==> src/rtl/cpu_pkg.sv <==
// rtl/cpu_pkg.sv - shared CPU datapath widths and reset PC
package cpu_pkg;
   localparam int PC_W     = 10;
   localparam int INSTR_W  = 16;
   localparam int RESET_PC = 0;
endpackage

==> src/rtl/fetch_fifo.sv <==
// rtl/fetch_fifo.sv - synchronous FIFO with flush, occupancy count and same-cycle push/pop
module fetch_fifo #(
   parameter  int WIDTH = 26,
   parameter  int DEPTH = 2,
   localparam int CNT_W = $clog2(DEPTH + 1),
   localparam int PTR_W = (DEPTH > 1) ? $clog2(DEPTH) : 1
) (
   input  logic             clk,
   input  logic             rst_n,
   input  logic             flush,
   input  logic             push,
   input  logic [WIDTH-1:0] wdata,
   input  logic             pop,
   output logic [WIDTH-1:0] rdata,
   output logic [CNT_W-1:0] count
);
   logic [WIDTH-1:0] mem_q [DEPTH];
   logic [WIDTH-1:0] mem_d [DEPTH];
   logic [PTR_W-1:0] rd_ptr_q, rd_ptr_d;
   logic [PTR_W-1:0] wr_ptr_q, wr_ptr_d;
   logic [CNT_W-1:0] count_q, count_d;
   logic             do_push, do_pop;

   function automatic logic [PTR_W-1:0] ptr_inc(input logic [PTR_W-1:0] p);
      return (p == PTR_W'(DEPTH - 1)) ? '0 : p + PTR_W'(1);
   endfunction

   always_comb begin
      do_pop   = pop && (count_q != '0);
      // A full FIFO may still accept a push when the head leaves the same cycle.
      do_push  = push && ((count_q != CNT_W'(DEPTH)) || do_pop);
      mem_d    = mem_q;
      rd_ptr_d = rd_ptr_q;
      wr_ptr_d = wr_ptr_q;
      count_d  = count_q;
      if (flush) begin
         rd_ptr_d = '0;
         wr_ptr_d = '0;
         count_d  = '0;
      end else begin
         if (do_push) begin
            mem_d[wr_ptr_q] = wdata;
            wr_ptr_d        = ptr_inc(wr_ptr_q);
         end
         if (do_pop) begin
            rd_ptr_d = ptr_inc(rd_ptr_q);
         end
         count_d = count_q + CNT_W'(do_push) - CNT_W'(do_pop);
      end
   end

   always_ff @(posedge clk or negedge rst_n) begin
      if (!rst_n) begin
         for (int i = 0; i < DEPTH; i++) begin
            mem_q[i] <= '0;
         end
         rd_ptr_q <= '0;
         wr_ptr_q <= '0;
         count_q  <= '0;
      end else begin
         mem_q    <= mem_d;
         rd_ptr_q <= rd_ptr_d;
         wr_ptr_q <= wr_ptr_d;
         count_q  <= count_d;
      end
   end

   assign rdata = (count_q != '0) ? mem_q[rd_ptr_q] : '0;
   assign count = count_q;
endmodule

==> src/rtl/ifetch_unit.sv <==
// rtl/ifetch_unit.sv - instruction fetch front end: next-PC, imem requests, PC-tagged fetch FIFO
module ifetch_unit #(
   parameter int PC_W    = cpu_pkg::PC_W,
   parameter int INSTR_W = cpu_pkg::INSTR_W,
   parameter int DEPTH   = 2
) (
   input  logic               clk,
   input  logic               reset,
   input  logic [PC_W-1:0]    pc_out,
   output logic [PC_W-1:0]    pc_in,
   output logic               imem_req_valid,
   input  logic               imem_req_ready,
   output logic [PC_W-1:0]    imem_req_addr,
   input  logic               imem_rsp_valid,
   input  logic [INSTR_W-1:0] imem_rsp_data,
   input  logic               redirect_valid,
   input  logic [PC_W-1:0]    redirect_pc,
   input  logic               halt,
   output logic               instr_valid,
   input  logic               instr_ready,
   output logic [INSTR_W-1:0] instr_data,
   output logic [PC_W-1:0]    instr_pc
);
   import cpu_pkg::*;

   localparam int CNT_W = $clog2(DEPTH + 1);

   logic [CNT_W-1:0]        outstanding_q, outstanding_d;
   logic [CNT_W-1:0]        drop_q, drop_d;
   logic [CNT_W-1:0]        fifo_count;
   logic [PC_W-1:0]         dpc_q, dpc_d;
   logic                    fire, rsp_ok, push, pop;
   logic [INSTR_W+PC_W-1:0] head;

   assign instr_valid   = (fifo_count != '0);
   assign instr_data    = head[INSTR_W+PC_W-1:PC_W];
   assign instr_pc      = head[PC_W-1:0];
   assign imem_req_addr = pc_out;

   always_comb begin
      // Requests in flight plus buffered entries never exceed DEPTH, so pushes cannot overflow.
      imem_req_valid = reset && !halt && !redirect_valid &&
                       (((CNT_W+1)'(outstanding_q) + (CNT_W+1)'(fifo_count)) < (CNT_W+1)'(DEPTH));
      fire          = imem_req_valid && imem_req_ready;
      rsp_ok        = imem_rsp_valid && (outstanding_q != '0);
      push          = rsp_ok && (drop_q == '0) && !redirect_valid;
      pop           = instr_valid && instr_ready;
      outstanding_d = outstanding_q + CNT_W'(fire) - CNT_W'(rsp_ok);
      drop_d        = drop_q;
      dpc_d         = dpc_q;
      if (redirect_valid) begin
         drop_d = outstanding_q - CNT_W'(rsp_ok);
         dpc_d  = redirect_pc;
      end else begin
         if (rsp_ok && (drop_q != '0)) begin
            drop_d = drop_q - CNT_W'(1);
         end
         if (push) begin
            dpc_d = dpc_q + PC_W'(1);
         end
      end
      if (!reset) begin
         pc_in = PC_W'(RESET_PC);
      end else if (redirect_valid) begin
         pc_in = redirect_pc;
      end else if (fire) begin
         pc_in = pc_out + PC_W'(1);
      end else begin
         pc_in = pc_out;
      end
   end

   always_ff @(posedge clk or negedge reset) begin
      if (!reset) begin
         outstanding_q <= '0;
         drop_q        <= '0;
         dpc_q         <= PC_W'(RESET_PC);
      end else begin
         outstanding_q <= outstanding_d;
         drop_q        <= drop_d;
         dpc_q         <= dpc_d;
      end
   end

   fetch_fifo #(
      .WIDTH (INSTR_W + PC_W),
      .DEPTH (DEPTH)
   ) u_fifo (
      .clk   (clk),
      .rst_n (reset),
      .flush (redirect_valid),
      .push  (push),
      .wdata ({imem_rsp_data, dpc_q}),
      .pop   (pop),
      .rdata (head),
      .count (fifo_count)
   );
endmodule

==> config.mk <==
export PLATFORM = sky130hd
export DESIGN_NAME = ifetch_unit
export DESIGN_NICKNAME = d
export VERILOG_FILES = /design/src/rtl/cpu_pkg.sv /design/src/rtl/fetch_fifo.sv /design/src/rtl/ifetch_unit.sv
export SDC_FILE = /design/constraint.sdc
export NUM_CORES = 1
export LEC_CHECK = 0
export ABC_AREA = 1
export CAP_MARGIN = 40
export CORE_MARGIN = 1.5
export CORE_UTILIZATION = 50
export DETAILED_ROUTE_END_ITERATION = 10
export GPL_TIMING_DRIVEN = 1
export PLACE_DENSITY = 0.82
export SLEW_MARGIN = 20
export SYNTH_ARGS = -nofsm -noshare
export SYNTH_HDL_FRONTEND = slang
export SYNTH_SLANG_ARGS = --single-unit
==> constraint.sdc <==
create_clock -name clk -period 2.71 [get_ports clk]
set_input_delay 0.4065 -clock clk [delete_from_list [all_inputs] [get_ports clk]]
set_output_delay 0.4065 -clock clk [all_outputs]
set_load 0.05 [all_outputs]
==> results of run 1 <==
-- final cells by class --
class                   instances  area, sq um
flip-flops and latches         70         1750
inverters                      69          259
clock inverters                 1         5.00
repair buffers                107         1440
multi-input cells             352         1840
well taps                     102          128
fillers                       602         2180
clock buffers                  14          163
-- worst reg2reg max path, cell delays in order, from the launching register on --
cell and delay, ns:
dfrtp_1 0.45, fa_1 0.53, nor2_4 0.14, nand2_1 0.11, nor2_4 0.15, nand2_4 0.09
ha_1 0.28, inv_1 0.04, ha_1 0.17, xnor2_1 0.12
-- timing repair --
action,CTS,global route
endpoints found under the setup margin,10,10
resized for setup,11,3
hold buffers,1,0
buffers inserted,6,0
pin swaps,4,4
gates cloned,1,0
endpoints found under the hold margin,3,0
-- worst max-delay path by stage --
stage | slack [ns] | start | end | cells past startpoint
after floorplan | 0.01 | outstanding_q[1]$_DFF_PN0_ | pc_in[1] | 8
after CTS | -0.07 | u_fifo.count[0]$_DFF_PN0_ | pc_in[9] | 11
after global routing | -0.19 | u_fifo.count[0]$_DFF_PN0_ | pc_in[4] | 10
after global placement | 0.22 | outstanding_q[0]$_DFF_PN0_ | pc_in[9] | 11
final | -0.06 | u_fifo.count[1]$_DFF_PN0_ | pc_in[4] | 8
after detailed placement | 0.16 | outstanding_q[0]$_DFF_PN0_ | pc_in[9] | 11
-- flip-flops by register name (all words and copies together), names as in the netlist --
| signal | count |
|---|---|
| u_fifo.rd_ptr_q | 1 |
| outstanding_q | 2 |
| u_fifo.wr_ptr_q | 1 |
| dpc_q | 10 |
| drop_q | 2 |
| u_fifo.mem_q | 52 |
| u_fifo.count | 2 |
-- metal layers --
layer / share of wire, % / vias up / GRT usage, %
met2: 50 / 174 / 45.0
li1: - / 1824 / -
met1: 41 / 1815 / 30.1
met4: 1.5 / 0 / 9.49
met5: 0 / - / 0
met3: 6.9 / 21 / 5.83
-- logic make-up (layout without fill, tap and decap cells) --
| kind of cell | after synthesis | after routing | synth area share (%) |
|---|---|---|---|
| AO/OA/AOI/OAI | 121 | 121 | 16.3 |
| XOR/XNOR | 9 | 9 | 1.96 |
| adder cells (fa/ha/maj) | 9 | 9 | 2.99 |
| buffers and inverters | 103 | 191 | 12.5 |
| flip-flops | 70 | 70 | 43.6 |
| AND/OR/NAND/NOR | 212 | 213 | 22.6 |
-- cell usage in the layout, fill, tap and decap left out, drive strengths merged --
cell type / n
nor2: 26
nor3: 1
dfrtp: 70
clkbuf: 14
xor2: 4
a22oi: 2
nand2: 157
a31oi: 2
fa: 1
inv: 69
clkdlybuf4s50: 52
or2: 3
a21oi: 41
buf: 54
o21ai: 71
ha: 8
xnor2: 5
o211ai: 5
nand4: 4
dlygate4sd3: 1
nand3: 22
clkinv: 1
-- through the flow --
| step | hold slack, ns | power (mW) | TNS (ns) |
|---|---|---|---|
| final | 0.141 | 5.17 | -0.293 |
| after detailed placement | 0.253 | 4.38 | 0 |
| after global routing | 0.144 | 5.50 | -1.43 |
| after CTS | 0.387 | 5.18 | -0.343 |
| after floorplan | 0.111 | 3.30 | 0 |
| after global placement | 0.243 | 4.26 | 0 |
-- power by group through the flow --
stage	combinational, mW	sequential, mW	clock, mW
floorplan	1.65	1.65	0
global placement	2.55	1.71	0
detailed placement	2.64	1.74	0
CTS	2.72	1.71	0.743
global route	2.95	1.77	0.782
finish	2.72	1.72	0.727
==> metrics.txt, run 1 <==
# TYPE chip_impl_metric gauge
chip_impl_info{name="status",value="finished with violations"} 1
chip_impl_info{name="violations_in_the_final_reports",value="setup timing"} 1
chip_impl_metric{name="hpwlAfterDp",unit="um"} 7140
chip_impl_metric{name="cp_slowest_stage_delay",unit="ns"} 0.53
chip_impl_info{name="synthTopCellsByArea",value="dfrtp_1 (44%), nand2_1 (14%), o21ai_0 (7.7%), inv_1 (6.3%), a21oi_1 (5.1%)"} 1
chip_impl_info{name="synth.largest_area_cell",value="dfrtp_1"} 1
chip_impl_metric{name="finalWirelength",unit="um"} 10400
chip_impl_metric{name="post_synth_instance_area",unit="sq um"} 4010
chip_impl_metric{name="dr.first_iter.drc_count",unit=""} 178
chip_impl_metric{name="buffer_ports.inserted",unit=""} 90
chip_impl_metric{name="post_synth_cell_types",unit=""} 31
chip_impl_metric{name="share_clk_of_total_power",unit="%"} 14.1
chip_impl_metric{name="start_util",unit="%"} 51.7
chip_impl_metric{name="syn_avg_cell_area",unit="sq um"} 7.66
chip_impl_metric{name="pwr_density_cell",unit="nW/um^2"} 926
chip_impl_info{name="ys_top_cells_by_count",value="nand2_1 (154), dfrtp_1 (70), inv_1 (67), o21ai_0 (62), a21oi_1 (41)"} 1
chip_impl_metric{name="antenna_cells",unit=""} 0
chip_impl_metric{name="clk-insertion-delay-late",unit="ns"} 0.33
chip_impl_metric{name="die_w",unit="um"} 92.6
chip_impl_metric{name="fmaxAchievable",unit="GHz"} 0.361
chip_impl_metric{name="finalClockSkew",unit="ns"} 0.00722
chip_impl_info{name="timing.critical_path.to_type",value="output port"} 1
chip_impl_metric{name="max-slew-margin-rel",unit="%"} 56.1
chip_impl_metric{name="layout-drive-gt1-share",unit="%"} 16.5
chip_impl_metric{name="grt_overflow_total",unit=""} 0
chip_impl_metric{name="synth-edff-count",unit=""} 0
chip_impl_metric{name="grt_first_pass_wirelength",unit="um"} 17400
chip_impl_info{name="worst_r2r_endpoint",value="outstanding_q[1]$_DFF_PN0_"} 1
chip_impl_metric{name="power.share.combinational",unit="%"} 52.7
chip_impl_metric{name="dpl-instance-area",unit="sq um"} 5280
chip_impl_metric{name="setup_viol_count_final",unit=""} 8
chip_impl_info{name="hp_class",value="in2async"} 1
chip_impl_info{name="crit_path_start_kind",value="register"} 1
chip_impl_metric{name="clk_pin_slew",unit="ns"} 0.07
chip_impl_info{name="timing.critical_path.slowest_stage_cell",value="fa_1"} 1
chip_impl_metric{name="die_height",unit="um"} 92.6
chip_impl_metric{name="detail-route-antenna-nets",unit=""} 0
chip_impl_info{name="clockRootBuffer",value="clkbuf_8"} 1
chip_impl_metric{name="intPower",unit="mW"} 2.96
chip_impl_info{name="worstSetupPathType",value="reg2out"} 1
chip_impl_metric{name="area_growth_syn_to_layout",unit="%"} 39.1
chip_impl_metric{name="drt-vias-per-instance",unit=""} 5.36
chip_impl_metric{name="floorplan_row_count",unit=""} 32
chip_impl_metric{name="power_switching",unit="mW"} 2.21
chip_impl_metric{name="yosys_warnings",unit=""} 0
chip_impl_metric{name="tightest_slew",unit="ns"} 0.657
chip_impl_metric{name="preCtsSetupSlack",unit="ns"} 0.156
chip_impl_metric{name="worst-r2r-setup-slack",unit="ns"} 0.53
chip_impl_metric{name="grt_usage",unit="%"} 25.5
chip_impl_metric{name="fin_cells",unit=""} 715
chip_impl_metric{name="critical_path_required",unit="ns"} 2.30
chip_impl_metric{name="wire_per_inst",unit="um"} 14.5
chip_impl_metric{name="timing.final.max_slew_violations",unit=""} 0
chip_impl_info{name="post-synth-top-count-cell",value="nand2_1"} 1
chip_impl_metric{name="highest_ir_drop_seen_on_vdd",unit="uV"} 334
chip_impl_metric{name="drc",unit=""} 0
chip_impl_metric{name="post_synth_inst_count",unit=""} 524
chip_impl_metric{name="core_area",unit="sq um"} 7770
chip_impl_info{name="grt_setup_unrepaired",value="yes"} 1
chip_impl_metric{name="grt_max_degree",unit=""} 68
chip_impl_metric{name="routed-via-count",unit=""} 3834
chip_impl_metric{name="synth-seq-cells",unit=""} 70
chip_impl_metric{name="htreeDepth",unit=""} 3
chip_impl_metric{name="max-cap-violations",unit=""} 0
chip_impl_info{name="critical_path.reg2reg.startpoint",value="u_fifo.count[1]$_DFF_PN0_"} 1
chip_impl_info{name="tritoncts_clock_tree",value="yes"} 1
chip_impl_metric{name="final_area",unit="sq um"} 5580
chip_impl_metric{name="critical_path.n_buffers_inverters",unit=""} 2
chip_impl_metric{name="min_period_over_period",unit="%"} 102
chip_impl_info{name="cpMostUsedCell",value="nor2_4"} 1
chip_impl_metric{name="cts_made_buffers",unit=""} 9
chip_impl_metric{name="router_iterations_before_antenna_repair",unit=""} 5
chip_impl_metric{name="finish.utilization",unit="%"} 71.9
chip_impl_metric{name="finalHoldViolations",unit=""} 0
chip_impl_metric{name="minimum_setup_slack_in_the_final_design",unit="ns"} -0.0625
chip_impl_metric{name="power_frac_seq",unit="%"} 33.3
chip_impl_metric{name="sw_frac_of_total",unit="%"} 42.8
chip_impl_info{name="crit_chain",value="fa_1 > nor2_4 > nand3_4 > nor2_4 > buf_6 > o211ai_1 > a21oi_2 > buf_12"} 1
chip_impl_metric{name="fin_crit",unit="ns"} 2.77
chip_impl_metric{name="layout.nets",unit=""} 661
chip_impl_metric{name="r2r.worst_path.cells",unit=""} 9
chip_impl_metric{name="final_wtd_congestion",unit=""} 0.808
chip_impl_metric{name="synth_async_sr_flop_share",unit="%"} 100
chip_impl_metric{name="top_cell_type_s_share_of_synthesized_area",unit="%"} 43.6
chip_impl_metric{name="yosysSeqAreaShare",unit="%"} 43.6
chip_impl_metric{name="clk_path_buf_depth",unit=""} 2
chip_impl_metric{name="die-area",unit="sq um"} 8570
chip_impl_metric{name="grt_pass1_vias",unit=""} 3861
chip_impl_metric{name="io-pin-count",unit=""} 91
chip_impl_metric{name="dpl.cell_count",unit=""} 691
chip_impl_info{name="path_delay_family",value="adder cells"} 1
chip_impl_metric{name="synth_nets",unit=""} 576
chip_impl_metric{name="clock_sink_count",unit=""} 70
chip_impl_info{name="synth-main-ff-cell",value="dfrtp_1"} 1
chip_impl_metric{name="cp_max_fo",unit=""} 6
chip_impl_metric{name="cellLeakagePower",unit="nW"} 2.66
chip_impl_metric{name="grt_antenna_before_repair",unit=""} 0
chip_impl_metric{name="critPathArrivalTime",unit="ns"} 2.37
(Power assumes the default switching activity.)
==> inputs of run 2 (changes only) <==
--- a/config.mk
+++ b/config.mk
@@ -5,7 +5,6 @@
 export SDC_FILE = /design/constraint.sdc
 export NUM_CORES = 1
 export LEC_CHECK = 0
-export ABC_AREA = 1
 export CAP_MARGIN = 40
 export CORE_MARGIN = 1.5
 export CORE_UTILIZATION = 50
==> run 2 against run 1 <==
  * The run still ends with setup timing left
  * Register-to-register slack lost 0.42 ns
  * Critical path type unchanged
  * Synthesized cell count fell by 37%
  * Cell count decreased by 25%
  * Critical endpoint is now pc_in[1]
  * Highest routed layer unchanged
  * Largest power group unchanged
  * Critical path depth is 1 higher
  * Global-route usage is 2.7 points lower
==> metrics.txt, run 2 <==
# TYPE chip_impl_metric gauge
chip_impl_info{name="critical_path.reg2reg.startpoint",value="outstanding_q[0]$_DFF_PN0_"} 1
chip_impl_metric{name="hpwlAfterDp",unit="um"} 6180
chip_impl_info{name="largestRegisters",value="u_fifo.mem_q: 52 flops, dpc_q: 10 flops"} 1
chip_impl_info{name="status",value="finished with violations"} 1
chip_impl_info{name="synth-main-ff-cell",value="dfrtp_1"} 1
chip_impl_metric{name="floorplan_row_count",unit=""} 31
chip_impl_metric{name="intPower",unit="mW"} 3.45
chip_impl_info{name="timing.critical_path.to_type",value="output port"} 1
chip_impl_metric{name="finalHoldViolations",unit=""} 0
chip_impl_metric{name="wire_per_inst",unit="um"} 17.3
chip_impl_metric{name="share_clk_of_total_power",unit="%"} 16.2
chip_impl_info{name="most_common_cell_after_layout_fill_and_taps_aside",value="dfrtp_1"} 1
chip_impl_info{name="regMostFlops",value="u_fifo.mem_q"} 1
chip_impl_metric{name="io-pin-count",unit=""} 91
chip_impl_info{name="hp_class",value="in2async"} 1
chip_impl_metric{name="clk_pin_slew",unit="ns"} 0.07
chip_impl_metric{name="layout-drive-gt1-share",unit="%"} 35.2
chip_impl_metric{name="antenna_cells",unit=""} 0
chip_impl_info{name="critPathLaunch",value="outstanding_q[0]$_DFF_PN0_"} 1
chip_impl_metric{name="layout.nets",unit=""} 482
chip_impl_metric{name="htreeDepth",unit=""} 3
chip_impl_metric{name="grt_first_pass_wirelength",unit="um"} 14700
chip_impl_metric{name="max-slew-margin-rel",unit="%"} 63.6
chip_impl_metric{name="synth-seq-cells",unit=""} 70
chip_impl_metric{name="fmaxAchievable",unit="GHz"} 0.342
chip_impl_metric{name="cellLeakagePower",unit="nW"} 2.42
chip_impl_info{name="timing.critical_path.slowest_stage_cell",value="dfrtp_1"} 1
chip_impl_metric{name="tightest_slew",unit="ns"} 0.545
chip_impl_metric{name="grt_usage",unit="%"} 22.8
chip_impl_metric{name="critPathArrivalTime",unit="ns"} 2.52
chip_impl_info{name="synth.largest_area_cell",value="dfrtp_1"} 1
chip_impl_metric{name="clk-insertion-delay-late",unit="ns"} 0.34
chip_impl_metric{name="syn_avg_cell_area",unit="sq um"} 11.6
chip_impl_metric{name="core_area",unit="sq um"} 7370
chip_impl_metric{name="finish.utilization",unit="%"} 76.3
chip_impl_metric{name="sw_frac_of_total",unit="%"} 39.7
chip_impl_metric{name="power_frac_seq",unit="%"} 28.8
chip_impl_metric{name="dr.first_iter.drc_count",unit=""} 107
chip_impl_metric{name="power.share.combinational",unit="%"} 55.0
chip_impl_metric{name="finalClockSkew",unit="ns"} 0.00677
chip_impl_metric{name="final_wtd_congestion",unit=""} 0.750
chip_impl_metric{name="router_iterations_before_antenna_repair",unit=""} 4
chip_impl_info{name="tritoncts_clock_tree",value="yes"} 1
chip_impl_metric{name="largest_register_ffs",unit=""} 52
chip_impl_metric{name="finalWirelength",unit="um"} 9230
chip_impl_metric{name="buffer_ports.inserted",unit=""} 90
chip_impl_metric{name="yosys_warnings",unit=""} 0
chip_impl_info{name="ys_top_cells_by_count",value="dfrtp_1 (70), mux2_2 (53), nor2_1 (35), mux2i_1 (28), xnor2_1 (17)"} 1
chip_impl_metric{name="grt_pass1_vias",unit=""} 3021
chip_impl_metric{name="area_growth_syn_to_layout",unit="%"} 45.9
chip_impl_metric{name="cts_made_buffers",unit=""} 9
chip_impl_metric{name="highest_ir_drop_seen_on_vdd",unit="uV"} 558
chip_impl_metric{name="setup_viol_count_final",unit=""} 10
chip_impl_metric{name="fill_cells",unit=""} 479
chip_impl_metric{name="cp_slowest_stage_delay",unit="ns"} 0.41
chip_impl_info{name="crit_path_start_kind",value="register"} 1
chip_impl_metric{name="fin_crit",unit="ns"} 2.92
chip_impl_metric{name="worst-r2r-setup-slack",unit="ns"} 0.11
chip_impl_metric{name="die_w",unit="um"} 90.8
chip_impl_metric{name="grt_max_degree",unit=""} 42
chip_impl_metric{name="top_cell_type_s_share_of_synthesized_area",unit="%"} 45.4
chip_impl_metric{name="max-cap-violations",unit=""} 0
chip_impl_metric{name="synth_nets",unit=""} 383
chip_impl_metric{name="detail-route-antenna-nets",unit=""} 0
chip_impl_info{name="clockRootBuffer",value="clkbuf_8"} 1
chip_impl_info{name="post-synth-top-count-cell",value="dfrtp_1"} 1
chip_impl_metric{name="total_negative_setup_slacks",unit="ns"} -1.11
chip_impl_info{name="violations_in_the_final_reports",value="setup timing"} 1
chip_impl_info{name="grt_setup_unrepaired",value="yes"} 1
chip_impl_metric{name="post_synth_cell_types",unit=""} 44
chip_impl_metric{name="critical_path_required",unit="ns"} 2.30
chip_impl_metric{name="routed-via-count",unit=""} 2948
chip_impl_metric{name="grt_antenna_before_repair",unit=""} 0
chip_impl_metric{name="drc",unit=""} 0
chip_impl_info{name="cpMostUsedCell",value="buf_6"} 1
chip_impl_info{name="synthTopCellsByArea",value="dfrtp_1 (45%), mux2_2 (15%), mux2i_1 (7.3%), xnor2_1 (3.9%), nor2_1 (3.4%)"} 1
chip_impl_metric{name="drt-vias-per-instance",unit=""} 5.52
chip_impl_info{name="worstSetupPathType",value="reg2out"} 1
chip_impl_metric{name="die_height",unit="um"} 90.8
chip_impl_metric{name="start_util",unit="%"} 52.3
chip_impl_metric{name="yosysSeqAreaShare",unit="%"} 45.4
chip_impl_metric{name="minimum_setup_slack_in_the_final_design",unit="ns"} -0.215
chip_impl_metric{name="die-area",unit="sq um"} 8250
chip_impl_metric{name="post_synth_inst_count",unit=""} 331
chip_impl_metric{name="min_period_over_period",unit="%"} 108
chip_impl_info{name="layout.cells.most_common_list",value="dfrtp_1 (70), mux2_2 (52), clkdlybuf4s50_1 (52), buf_12 (38), nor2_1 (33)"} 1
chip_impl_metric{name="power_switching",unit="mW"} 2.28
chip_impl_metric{name="cp_max_fo",unit=""} 4
chip_impl_metric{name="synth-edff-count",unit=""} 0
chip_impl_metric{name="grt_overflow_total",unit=""} 0
chip_impl_metric{name="pwr_density_cell",unit="nW/um^2"} 1020
chip_impl_metric{name="clk_path_buf_depth",unit=""} 2
chip_impl_metric{name="post_synth_instance_area",unit="sq um"} 3850
chip_impl_metric{name="synth_async_sr_flop_share",unit="%"} 100
chip_impl_metric{name="clock_sink_count",unit=""} 70
chip_impl_info{name="crit_chain",value="inv_2 > nor2_4 > fa_2 > and4bb_4 > buf_6 > nand2_2 > mux2_4 > o211a_1 > buf_6"} 1
chip_impl_metric{name="timing.final.max_slew_violations",unit=""} 0
## run 2: final cells by class
| class | count | area (sq um) | area share (%) |
|---|---|---|---|
| multi-input cells | 226 | 2020 | 35.9 |
| flip-flops and latches | 70 | 1750 | 31.1 |
| repair buffers | 114 | 1480 | 26.2 |
| clock buffers | 10 | 138 | 2.45 |
| well taps | 99 | 124 | 2.20 |
| clock inverters | 6 | 85.1 | 1.51 |
| inverters | 9 | 33.8 | 0.601 |
## run 2: worst max-delay path: cells and delay by family, from the launching register on
kind	cells	cell delay [ns]
simple gates	3	0.48
compound gates	1	0.23
fa+ha+maj	1	0.35
mux	1	0.32
buf+inv	3	0.37
flops	1	0.41
## run 2: what timing repair did
action | CTS | global route
buffers inserted | 4 | 5
gates cloned | 0 | 0
hold endpoints to repair | 0 | 0
setup endpoints to repair | 10 | 10
hold buffers | 0 | 0
pin swaps | 7 | 8
resized for setup | 16 | 6
## run 2: worst paths after layout
| path | endpoint | cells after the start |
|---|---|---|
| worst max-delay path | pc_in[1] | 9 |
| worst min-delay path | u_fifo.mem_q[6]$_DFFE_PN0P_ | 2 |
| worst min register to register | u_fifo.mem_q[28]$_DFFE_PN0P_ | 1 |
| max in group asynchronous | u_fifo.mem_q[46]$_DFFE_PN0P_ | 3 |
| worst max register to register | outstanding_q[1]$_DFF_PN0_ | 13 |
| min in group clk | u_fifo.mem_q[28]$_DFFE_PN0P_ | 1 |
## run 2: routing by layer
metal,up-vias,wire length [um],GRT usage [%]
li1,1349,-,-
met1,1487,3640,26.3
met2,92,4970,41.4
met3,20,406,5.47
met4,0,209,7.42
met5,-,0,0
## run 2: stage by stage
step	hold slack, ns	instance area (sq um)	power, mW	setup WS, ns	cells
2_1_floorplan	0.111	3900	3.40	-0.0215	331
3_3_place_gp	0.469	5250	4.57	0.132	509
3_5_place_dp	0.474	5250	4.66	0.0342	509
4_1_cts	0.173	5560	5.68	-0.136	529
5_1_grt	0.185	5630	6.02	-0.267	534
6_report	0.161	5630	5.73	-0.215	534
## run 2: logic make-up (layout without fill, tap and decap cells)
group	after synthesis	after routing	share of synthesized area, %
AND/OR/NAND/NOR	85	85	11.9
multiplexers	82	82	23.0
XOR/XNOR	19	19	4.32
flip-flops	70	70	45.4
buffers and inverters	35	139	5.39
adder cells (fa/ha/maj)	9	9	3.12
AO/OA/AOI/OAI	31	31	6.82
## run 2: power groups by stage
stage               registers (mW)  logic (mW)  clock network, mW
floorplan                     1.59        1.82                  0
global placement              1.62        2.95                  0
detailed placement            1.65        3.00                  0
CTS                           1.64        3.09              0.940
global route                  1.69        3.34              0.986
finish                        1.65        3.15              0.928
==> inputs of run 3 (changes only) <==
--- a/config.mk
+++ b/config.mk
@@ -9,7 +9,7 @@
 export CORE_MARGIN = 1.5
 export CORE_UTILIZATION = 50
 export DETAILED_ROUTE_END_ITERATION = 10
-export GPL_TIMING_DRIVEN = 1
+export GPL_TIMING_DRIVEN = 0
 export PLACE_DENSITY = 0.82
 export SLEW_MARGIN = 20
 export SYNTH_ARGS = -nofsm -noshare
==> run 3 against run 2 <==
  * The run still ends with setup timing left
  * Sequential share of layout area increased by 1.6 points
  * Clock power rose by 1%
  * Largest power group unchanged
  * Hold slack worse by 0.096 ns
  * Clock skew increased by 0.0024 ns
  * Critical path type unchanged
  * Combinational power fell by 17%
  * Via count increased by 1.1%
  * Power shrank 9.3%
  * Setup slack better by 0.022 ns
  * Critical endpoint is now pc_in[9]
  * Largest cell class unchanged
  * Cell count up 3.2%
==> metrics.txt, run 3 (synthesis results as in run 2) <==
# TYPE chip_impl_metric gauge
chip_impl_metric{name="fmaxAchievable",unit="GHz"} 0.345
chip_impl_metric{name="cellLeakagePower",unit="nW"} 2.51
chip_impl_metric{name="largest_register_ffs",unit=""} 52
chip_impl_metric{name="detail-route-antenna-nets",unit=""} 0
chip_impl_metric{name="finish.utilization",unit="%"} 72.8
chip_impl_metric{name="routed-via-count",unit=""} 2979
chip_impl_metric{name="multi_input_area",unit="sq um"} 2000
chip_impl_metric{name="dr.first_iter.drc_count",unit=""} 160
chip_impl_metric{name="highest_ir_drop_seen_on_vdd",unit="uV"} 703
chip_impl_metric{name="floorplan_row_count",unit=""} 31
chip_impl_metric{name="finalClockSkew",unit="ns"} 0.00918
chip_impl_metric{name="tightest_slew",unit="ns"} 0.711
chip_impl_metric{name="die_w",unit="um"} 90.8
chip_impl_metric{name="power_switching",unit="mW"} 2.15
chip_impl_info{name="grt_setup_unrepaired",value="yes"} 1
chip_impl_metric{name="cp_slowest_stage_delay",unit="ns"} 0.46
chip_impl_info{name="timing.critical_path.to_type",value="output port"} 1
chip_impl_info{name="hp_class",value="in2async"} 1
chip_impl_metric{name="share_clk_of_total_power",unit="%"} 18.1
chip_impl_metric{name="antenna_cells",unit=""} 0
chip_impl_metric{name="grt_overflow_total",unit=""} 0
chip_impl_info{name="tritoncts_clock_tree",value="yes"} 1
chip_impl_metric{name="min_period_over_period",unit="%"} 107
chip_impl_metric{name="drt-vias-per-instance",unit=""} 5.41
chip_impl_info{name="violations_in_the_final_reports",value="setup timing"} 1
chip_impl_metric{name="grt_usage",unit="%"} 22.1
chip_impl_metric{name="htreeDepth",unit=""} 3
chip_impl_metric{name="area.sequential",unit="sq um"} 1760
chip_impl_metric{name="power.share.combinational",unit="%"} 50.4
chip_impl_metric{name="core_area",unit="sq um"} 7370
chip_impl_info{name="worstSetupPathType",value="reg2out"} 1
chip_impl_info{name="most_common_cell_after_layout_fill_and_taps_aside",value="dfrtp_1"} 1
chip_impl_metric{name="area_growth_syn_to_layout",unit="%"} 39.1
chip_impl_metric{name="final_wtd_congestion",unit=""} 0.705
chip_impl_metric{name="fin_crit",unit="ns"} 2.90
chip_impl_metric{name="router_iterations_before_antenna_repair",unit=""} 4
chip_impl_info{name="regMostFlops",value="u_fifo.mem_q"} 1
chip_impl_metric{name="die-area",unit="sq um"} 8250
chip_impl_metric{name="setup_viol_count_final",unit=""} 9
chip_impl_metric{name="wire_per_inst",unit="um"} 15.9
chip_impl_info{name="largestRegisters",value="u_fifo.mem_q: 52 flops, dpc_q: 10 flops"} 1
chip_impl_metric{name="intPower",unit="mW"} 3.05
chip_impl_metric{name="grt_first_pass_wirelength",unit="um"} 14400
chip_impl_metric{name="max-slew-margin-rel",unit="%"} 52.2
chip_impl_metric{name="critPathArrivalTime",unit="ns"} 2.50
chip_impl_metric{name="timing.final.max_slew_violations",unit=""} 0
chip_impl_metric{name="drc",unit=""} 0
chip_impl_metric{name="finalHoldViolations",unit=""} 0
chip_impl_metric{name="layout.nets",unit=""} 499
chip_impl_info{name="layout.cells.most_common_list",value="dfrtp_1 (67), mux2_2 (53), clkdlybuf4s50_1 (52), nor2_1 (33), mux2i_1 (28)"} 1
chip_impl_metric{name="die_height",unit="um"} 90.8
chip_impl_metric{name="cp_max_fo",unit=""} 6
chip_impl_metric{name="layout-drive-gt1-share",unit="%"} 31.0
chip_impl_metric{name="cts_made_buffers",unit=""} 9
chip_impl_info{name="timing.critical_path.slowest_stage_cell",value="fa_2"} 1
chip_impl_metric{name="pwr_density_cell",unit="nW/um^2"} 969
chip_impl_metric{name="minimum_setup_slack_in_the_final_design",unit="ns"} -0.192
chip_impl_metric{name="start_util",unit="%"} 52.3
chip_impl_metric{name="critical_path_required",unit="ns"} 2.30
chip_impl_metric{name="clock_sink_count",unit=""} 70
chip_impl_info{name="clockRootBuffer",value="clkbuf_8"} 1
chip_impl_metric{name="clk_pin_slew",unit="ns"} 0.07
chip_impl_info{name="status",value="finished with violations"} 1
chip_impl_metric{name="grt_antenna_before_repair",unit=""} 0
chip_impl_metric{name="io-pin-count",unit=""} 91
chip_impl_metric{name="preCtsSetupSlack",unit="ns"} -0.996
chip_impl_metric{name="grt_pass1_vias",unit=""} 2949
chip_impl_metric{name="grt_max_degree",unit=""} 55
chip_impl_metric{name="sw_frac_of_total",unit="%"} 41.4
chip_impl_info{name="crit_chain",value="inv_2 > nor2_2 > fa_2 > nor2_4 > nand3_4 > o31a_1 > o311a_4 > buf_8"} 1
chip_impl_metric{name="fill_cells",unit=""} 534
chip_impl_metric{name="max-cap-violations",unit=""} 0
chip_impl_metric{name="hpwlAfterDp",unit="um"} 6100
chip_impl_metric{name="buffer_ports.inserted",unit=""} 90
chip_impl_info{name="crit_path_start_kind",value="register"} 1
chip_impl_metric{name="clk-insertion-delay-late",unit="ns"} 0.35
chip_impl_metric{name="clk_path_buf_depth",unit=""} 2
chip_impl_metric{name="finalWirelength",unit="um"} 8780
chip_impl_metric{name="power_frac_seq",unit="%"} 31.5
==> run 3: changes by cell type in the layout (fill, tap and decap cells not counted), sizes merged <==
cell	before	now
buf	62	48
dlygate4sd2	0	20
inv	9	10
dlymetal6s2s	0	6
clkbuf	10	15
clkinvlp	2	1
clkinv	2	1
dlygate4sd3	0	1
==> run 3: worst paths after layout <==
kind,start,end,slack (ns),cells after the start
min,reset,u_fifo.mem_q[14]$_DFFE_PN0P_,0.06,2
max,u_fifo.count[0]$_DFF_PN0_,pc_in[9],-0.19,8
min reg2reg,u_fifo.mem_q[28]$_DFFE_PN0P_,u_fifo.mem_q[28]$_DFFE_PN0P_,0.49,1
min in group clk,u_fifo.mem_q[28]$_DFFE_PN0P_,u_fifo.mem_q[28]$_DFFE_PN0P_,0.49,1
max in group asynchronous,reset,dpc_q[5]$_DFFE_PN0P_,1.91,3
max reg2reg,u_fifo.count[0]$_DFF_PN0_,outstanding_q[1]$_DFF_PN0_,0.43,10
==> run 3: layout make-up <==
type	count	share of cell area [%]
buffer	24	3.22
clock buffer	11	2.64
clock inverter	5	1.52
inverter	9	0.630
multi-input combinational	226	37.2
sequential	70	32.7
tap	99	2.31
timing repair buffer	107	19.7
==> run 3: metal layers <==
metal	global-route usage [%]	routed length, um	up-vias
li1	-	-	1393
met3	5.22	352	14
met4	6.12	121	0
met5	0	0	-
met1	27.6	3670	1506
met2	38.3	4640	66
==> run 3: metrics by stage <==
| stage | cells | hold slack (ns) | setup TNS [ns] | total power [mW] | cell area [sq um] |
|---|---|---|---|---|---|
| detailed placement | 521 | 0.304 | -8.18 | 4.15 | 4950 |
| floorplan | 331 | 0.111 | -0.0215 | 3.40 | 3900 |
| global route | 551 | 0.0774 | -2.98 | 5.52 | 5360 |
| finish | 551 | 0.0645 | -0.967 | 5.20 | 5360 |
| global placement | 520 | 0.471 | -115.70 | 4.07 | 4930 |
| CTS | 541 | 0.0732 | -0.649 | 5.11 | 5230 |
==> run 3: power by group through the flow <==
stage | Sequential (mW) | Clock, mW | Combinational, mW
2_1_floorplan | 1.59 | 0 | 1.82
3_3_place_gp | 1.63 | 0 | 2.44
3_5_place_dp | 1.65 | 0 | 2.50
4_1_cts | 1.63 | 0.959 | 2.52
5_1_grt | 1.68 | 1.00 | 2.83
6_report | 1.64 | 0.940 | 2.62
==> run 3: what timing repair did <==
item	CTS	global route
hold buffers	1	0
buffers inserted	5	9
setup endpoints to repair	31	13
resized for setup	108	13
pin swaps	5	4
hold endpoints to repair	18	0
==> run 3: worst max-delay path, delay by kind of cell (launching register included) <==
kind	cells	cell delay, ns
AOI/OAI and AO/OA	2	0.62
adders and majority gates	1	0.46
buffers and inverters	2	0.21
DFF	1	0.37
and+or+nand+nor	3	0.47
